File: src/rtl/fp_seq_ctrl_pkg.sv
// Shared types and constants for the FP multi-cycle sequencer.
// CANON_QNAN exists only when FP_TIMEOUT_EN is defined.
package fp_seq_ctrl_pkg;

    typedef enum logic [1:0] {
        S_IDLE = 2'd0,
        S_BUSY = 2'd1,
        S_WB   = 2'd2
    } state_e;

    localparam int OP_W_DEFAULT = 5;

`ifdef FP_TIMEOUT_EN
    localparam logic [31:0] CANON_QNAN = 32'h7FC0_0000;
`endif

    // The op-class bit selecting an integer destination is the op code MSB.
    function automatic int to_int_bit(input int op_w);
        return op_w - 1;
    endfunction

endpackage

File: src/rtl/fp_wdog_cnt.sv
// Busy-cycle watchdog counter for fp_seq_ctrl; exists only when FP_TIMEOUT_EN is defined.
// tc flags the TERMINAL-th consecutive enabled cycle since the last clear.
`ifdef FP_TIMEOUT_EN
module fp_wdog_cnt #(
    parameter int TERMINAL = 64
) (
    input  logic clk,
    input  logic reset,
    input  logic clear,
    input  logic enable,
    output logic tc
);

    localparam int CW = (TERMINAL > 2) ? $clog2(TERMINAL) : 1;
    localparam logic [CW-1:0] LAST = CW'(TERMINAL - 1);

    logic [CW-1:0] cnt_q;
    logic [CW-1:0] cnt_d;

    assign tc = enable && (cnt_q == LAST);

    // Saturate at the terminal value; the sequencer leaves BUSY that same cycle.
    always_comb begin
        cnt_d = cnt_q;
        if (clear) begin
            cnt_d = '0;
        end else if (enable && !tc) begin
            cnt_d = cnt_q + CW'(1);
        end
    end

    always_ff @(posedge clk) begin
        if (!reset) begin
            cnt_q <= '0;
        end else begin
            cnt_q <= cnt_d;
        end
    end

endmodule
`endif

File: src/rtl/fp_seq_ctrl.sv
// Sequencer for multi-cycle RV32F ops: issue, stall the core while busy, one write-back cycle.
// Define FP_TIMEOUT_EN to add the busy watchdog that forces a qNaN result and a sticky flag.
module fp_seq_ctrl
    import fp_seq_ctrl_pkg::*;
#(
    parameter int OP_W           = OP_W_DEFAULT,
    parameter int TIMEOUT_CYCLES = 64
) (
    input  logic            clk,
    input  logic            reset,
    input  logic            fp_req,
    input  logic [OP_W-1:0] fp_op,
    input  logic            fp_done,
    input  logic [31:0]     fp_result,
    output logic            fp_start,
    output logic [OP_W-1:0] fp_op_q,
    output logic            stall,
    output logic            fp_wb_en,
    output logic            int_wb_en,
    output logic [31:0]     fp_2reg,
    output logic            fp_timeout
);

    localparam int TO_INT_BIT = to_int_bit(OP_W);

    if (TIMEOUT_CYCLES < 2) begin : g_bad_timeout
        $error("fp_seq_ctrl: TIMEOUT_CYCLES must be at least 2");
    end

    state_e          state_q;
    state_e          state_d;
    logic [OP_W-1:0] fp_op_d;
    logic [31:0]     fp_2reg_q;
    logic [31:0]     fp_2reg_d;

`ifdef FP_TIMEOUT_EN
    logic fp_timeout_q;
    logic fp_timeout_d;
    logic wdog_tc;
    logic wdog_clear;
    logic wdog_en;

    assign wdog_clear = (state_q == S_IDLE) && fp_req;
    assign wdog_en    = (state_q == S_BUSY);
    assign fp_timeout = fp_timeout_q;

    fp_wdog_cnt #(
        .TERMINAL (TIMEOUT_CYCLES)
    ) u_wdog (
        .clk    (clk),
        .reset  (reset),
        .clear  (wdog_clear),
        .enable (wdog_en),
        .tc     (wdog_tc)
    );
`else
    assign fp_timeout = 1'b0;
`endif

    assign fp_2reg = fp_2reg_q;

    // Control outputs are forced low while reset is held so an aborted op never writes back.
    always_comb begin
        state_d   = state_q;
        fp_op_d   = fp_op_q;
        fp_2reg_d = fp_2reg_q;
`ifdef FP_TIMEOUT_EN
        fp_timeout_d = fp_timeout_q;
`endif
        fp_start  = 1'b0;
        stall     = 1'b0;
        fp_wb_en  = 1'b0;
        int_wb_en = 1'b0;

        case (state_q)
            S_IDLE: begin
                if (fp_req) begin
                    fp_start = 1'b1;
                    stall    = 1'b1;
                    fp_op_d  = fp_op;
                    state_d  = S_BUSY;
                end
            end
            S_BUSY: begin
                stall = 1'b1;
                if (fp_done) begin
                    fp_2reg_d = fp_result;
                    state_d   = S_WB;
`ifdef FP_TIMEOUT_EN
                end else if (wdog_tc) begin
                    fp_2reg_d    = CANON_QNAN;
                    fp_timeout_d = 1'b1;
                    state_d      = S_WB;
`endif
                end
            end
            S_WB: begin
                fp_wb_en  = ~fp_op_q[TO_INT_BIT];
                int_wb_en = fp_op_q[TO_INT_BIT];
                state_d   = S_IDLE;
            end
            default: begin
                state_d = S_IDLE;
            end
        endcase

        if (!reset) begin
            fp_start  = 1'b0;
            stall     = 1'b0;
            fp_wb_en  = 1'b0;
            int_wb_en = 1'b0;
        end
    end

    always_ff @(posedge clk) begin
        if (!reset) begin
            state_q   <= S_IDLE;
            fp_op_q   <= '0;
            fp_2reg_q <= '0;
        end else begin
            state_q   <= state_d;
            fp_op_q   <= fp_op_d;
            fp_2reg_q <= fp_2reg_d;
        end
    end

`ifdef FP_TIMEOUT_EN
    always_ff @(posedge clk) begin
        if (!reset) begin
            fp_timeout_q <= 1'b0;
        end else begin
            fp_timeout_q <= fp_timeout_d;
        end
    end
`endif

endmodule

File: config.mk
export PLATFORM = sky130hd
export DESIGN_NAME = fp_seq_ctrl
export DESIGN_NICKNAME = d
export VERILOG_FILES = /design/src/rtl/fp_seq_ctrl_pkg.sv /design/src/rtl/fp_wdog_cnt.sv /design/src/rtl/fp_seq_ctrl.sv
export SDC_FILE = /design/constraint.sdc
export NUM_CORES = 1
export LEC_CHECK = 0
export CORE_MARGIN = 2
export CORE_UTILIZATION = 40
export DETAILED_ROUTE_END_ITERATION = 8
export DONT_BUFFER_PORTS = 1
export SYNTH_ARGS = -nofsm -noshare
export SYNTH_HDL_FRONTEND = slang
export SYNTH_SLANG_ARGS = --single-unit
File: constraint.sdc
create_clock -name clk -period 1.3 [get_ports clk]
set_input_delay 0.195 -clock clk [delete_from_list [all_inputs] [get_ports clk]]
set_output_delay 0.195 -clock clk [all_outputs]
set_load 0.01 [all_outputs]
== After elaboration in Yosys (flattened, before gate mapping) ==
Index checks and enable logic that the tools add are counted.
Storage, ports and cells
  word-level logic and storage cells: 24
  register bits after elaboration: 39
  input port bits: 41
  output and inout port bits: 42
Operators by class
  eq/ne operators: 4
  mux-type cells: 12
  bitwise operators: 1
  reductions and logical operators: 4
Operator list (count)
  2-to-1 mux 1 bit: 8
  AND reduction 2 bit: 3
  2-to-1 mux 2 bit: 2
  inequality test 2 bit (second input constant): 2
  one-hot mux 2 bit (2 select lines): 1
  equality test 2 x 1 -> 1 bit (second input constant): 1
  equality test 2 bit (second input constant): 1
  zero test 2 bit: 1
  one-hot mux 1 bit (2 select lines): 1
  NOT 1 bit: 1

== Longest topological paths before layout ==
  depth in word-level cells: 3
  depth in mapped cells: 4
  depth with buffers taken out: 2

== Worst setup path after synthesis ==
OpenSTA, ideal clock, no wires.
  kind: register to register
  from: register state_q[0]
  to: register fp_2reg_q[0], in the netlist fp_2reg[0]
  setup time: 0.072 ns
  arrival: 1.004 ns
  path slack: 0.225 ns
  cell stages (with the launch flop): 5
  buffers on the path: 2
  period minus slack after synthesis: 1.075 ns
  data required time: 1.228 ns
  cell sequence: dfxtp_1 -> and3b_1 -> buf_6 -> buf_12 -> mux2i_1
On the way
  word-level cells in the longest chain between the ends: 2
Ends and longest elaborated chain
  start, declared: line fp_seq_ctrl.sv:30  | state_e state_q;
  start signal, assigned: line fp_seq_ctrl.sv:121  | state_q <= state_d;
  equality test 2 x 1 -> 1 bit: line fp_seq_ctrl.sv:75  | case (state_q)
  AND reduction 2 bit (no line)
  end signal, assigned: line fp_seq_ctrl.sv:123  | fp_2reg_q <= fp_2reg_d;
  end, declared: line fp_seq_ctrl.sv:33  | logic [31:0] fp_2reg_q;
Every way passes these cells.
A chain may end at the register's enable or synchronous reset.

== Worst setup path after layout ==
  from: register state_q[1]
  to: output port stall
On the way
  word-level cells in the longest chain between the ends: 3
  elaborated cells between the ends (all ways): 4
  classes of those cells: eq/ne (1); mux (2); reduce/logical (1)
Ends and longest elaborated chain
  equality test 2 x 1 -> 1 bit / zero test 2 bit (equally long branches): line fp_seq_ctrl.sv:75
  one-hot mux 1 bit (2 select lines) *: line fp_seq_ctrl.sv:75
  2-to-1 mux 1 bit *: line fp_seq_ctrl.sv:107  | if (!reset) begin
  end, declared: line fp_seq_ctrl.sv:17  | output logic stall,
Every way passes the cells marked *; elsewhere a longest branch is shown, timed or not.

==> summary.md <==
### Setup path
- state_q[1] — worst reg2reg startpoint
- simple AND/OR/NAND/NOR gates — critical path's top delay family
- 0 — sum of buffers and inverters on the critical path
- fp_2reg[30] — reg2reg end
- 1.11 ns — data required time of the worst path
- 3 — reg2reg path depth
- 0.35 ns — critical path's largest stage delay
- nand2b_1 > nor2_1 — ordered cell list for the critical path
- 1.08 ns — arrival time of the worst setup path
- 5 — critical path peak fanout
- flop — startpoint type of the worst setup path
- reg -> out — Critical Setup Path Class
- output port — kind of end point of the critical path
- dfxtp_1 — worst-path cell with the longest stage delay
- 0.13 ns — reg-to-reg setup timing slack

### Global routing
- 0 — initial antenna violation count
- 1089 — via count of the first global-routing pass
- 4790 µm — global-route wire length before repair
- 78 — largest net degree at the start of global routing
- 0 — grt ovf
- 14.1% — Tot GR Track Use

### Routing
- 0 — final antenna-violating net count
- 5.01 — post-DR vias/cell
- 3160 µm — total wire length
- 14.1 µm — routed length per instance
- 1123 — vias after detailed routing
- 0 — total DRC errors in the routed layout
- 28 — count of routing violations after the opening detailed-route iteration
- 4 — TritonRoute pass-1 iters

### Floorplanning
- 3970 µm² — floorplan core area
- 23 — number of rows created at floorplan
- 67.9 µm — DIE HEIGHT
- 41.2% — starting density of the core
- 4620 µm² — Die Area
- 83 — I/O pin count
- 67.9 µm — horizontal die dimension

### STA
- 0.0263 ns — Worst Setup Slack, final
- 0 — number of pins with negative max-slew slack in the final report
- 0 — final setup violating endpoints
- 785 MHz — Max Clk Rate
- true — setup repair after global routing missed its margin
- 0 — Hold Violations, Final
- 0.00827 ns — Clock Skew
- 1.27 ns — Tmin final
- 98.0% — post-route fraction of the period consumed by the critical path

### Yosys
- 0 — Yosys warning total
- 39 — synthesis-stage register bit count
- 177 — number of standard cells after synthesis
- 1640 µm² — post-synthesis instance area
- 9.24 µm² — mean cell area of the mapped netlist
- 47.7% — Seq/Total Area, Yosys
- 218 — net count of the mapped netlist
- 17 — distinct cell type count of the synthesized netlist

### Layout
- nand2_1 (75), dfxtp_1 (38), mux2i_1 (37) — commonest non-fill, non-tap cells in the layout
- nand2_1 — most common cell after layout, fill and taps aside
- 4.44% — relative area change from synthesis to final layout
- 8.05% — fraction of final layout cells with drive strength greater than 1
- 0 — diode insertion count for antenna repair
- 224 — Cell Count, Final, Fillers Out
- 215 — count of nets after finishing
- 1710 µm² — Final Instance Area

### Pwr
- 0.575 mV — Peak VDD IR
- 0.000650 µW — static power due to leakage
- 1330 nW/µm² — power per cell area

### Min path
- 2 — hold depth
- fp_op[0] — Worst Hold Launch
- fp_op_q[0] — worst hold path endpoint
- in -> reg — worst min-delay path class

### Clock tree
- yes — CTS tree
- 0.07 ns — register clock-pin slew on the reported worst setup and hold paths
- 2 — clock tree buffer depth
- 0.28 ns — clock latency at the later pin of the worst-skew pair
- 5 — number of buffers inserted during clock tree synthesis
- 0 — Post-CTS Hold Buffers
- 39 — number of sinks on the clock net
- 2 — deepest level of the CTS H-tree
- 0 — Setup Fix Bufs, Post-CTS
- clkbuf_8 — Root Buffer

### Placed design
- 0.801 — Placer Congestion
- 0 — # port buffers
- 1620 µm² — post-placement cell area
- 2280 µm — HPWL after detailed placement
- 0.0655 ns — Post-Place Worst Slack
- 217 — placed instance count

### Flow run
- 0 — maximum capacitance violations

### Run status
- finished, final reports clean — status

## timing repair
item | 4_1_cts | 5_1_grt
pin swaps | 0 | 0
setup endpoints to repair | 1 | 4
endpoints found under the hold margin | 0 | 0
gates resized for setup | 0 | 1
## stage by stage
| step | utilization [%] | setup TNS (ns) | hold WS (ns) | power [µW] |
|---|---|---|---|---|
| 2_1_floorplan | - | 0 | 0.318 | 1500 |
| 3_3_place_gp | 40.8 | 0 | 0.324 | 1480 |
| 3_5_place_dp | 40.8 | 0 | 0.346 | 1500 |
| 4_1_cts | 43.0 | -0.000400 | 0.0353 | 2300 |
| 5_1_grt | 43.0 | -0.0644 | 0.0320 | 2390 |
| 6_report | 43.0 | 0 | 0.0450 | 2270 |
## cells in the mapped netlist
cell type,number,area (µm²)
nand2_1,75,282
dfxtp_1,39,781
mux2i_1,37,370
buf_2,5,25.0
nor2_1,4,15.0
buf_12,3,60.1
clkbuf_1,3,11.3
nand2b_1,2,12.5
a21oi_1,1,5.00
and3b_1,1,8.76
and4b_1,1,10.0
and4bb_2,1,12.5
buf_4,1,7.51
buf_6,1,11.3
conb_1,1,3.75
nor3b_2,1,12.5
or2b_1,1,7.51
## cell type report
cell class,count,area (µm²)
flip-flops and latches,39,782
well taps,50,62.6
multi-input cells,125,741
clock inverters,1,5.00
repair buffers,3,35.0
fillers,413,2260
clock buffers,6,82.6
## flip-flops by register name, summed over array words and instances (netlist names)
register and count:
fp_2reg 32, fp_op_q 5, state_q 2
## worst max-delay path by stage
| stage | end | depth (start not counted) | slack, ns | from |
|---|---|---|---|---|
| floorplan | fp_2reg[0] | 4 | 0.22 | state_q[0] |
| finish | stall | 2 | 0.03 | state_q[1] |
| CTS | stall | 2 | -0.0004 | state_q[1] |
| detailed placement | fp_2reg[30] | 3 | 0.07 | state_q[0] |
| global placement | fp_2reg[21] | 3 | 0.18 | state_q[0] |
| global route | stall | 2 | -0.04 | state_q[1] |
## cells by family after synthesis
family          Yosys count  synth area share (%)
buf+inv                  13                  7.04
simple gates             86                  22.0
other cells               1                 0.229
flops                    39                  47.7
mux                      37                  22.6
compound gates            1                 0.306
## where the power goes
group / internal, µW / switching (µW) / leakage (µW)
combinational: 78.8 / 74.7 / 0.000285
sequential: 1250 / 62.1 / 0.000318
clock: 416 / 389 / 0.0000470
total: 1740 / 525 / 0.000650
## routing by layer
metal	share of wire, %	routed length [µm]	GRT usage, %	up-vias
li1	-	-	-	555
met1	38	1220	13.9	508
met2	49	1560	23.8	53
met3	9.9	313	7.24	7
met4	2.3	72	8.25	0
met5	0	0	0	-
(Power assumes the default switching activity.)
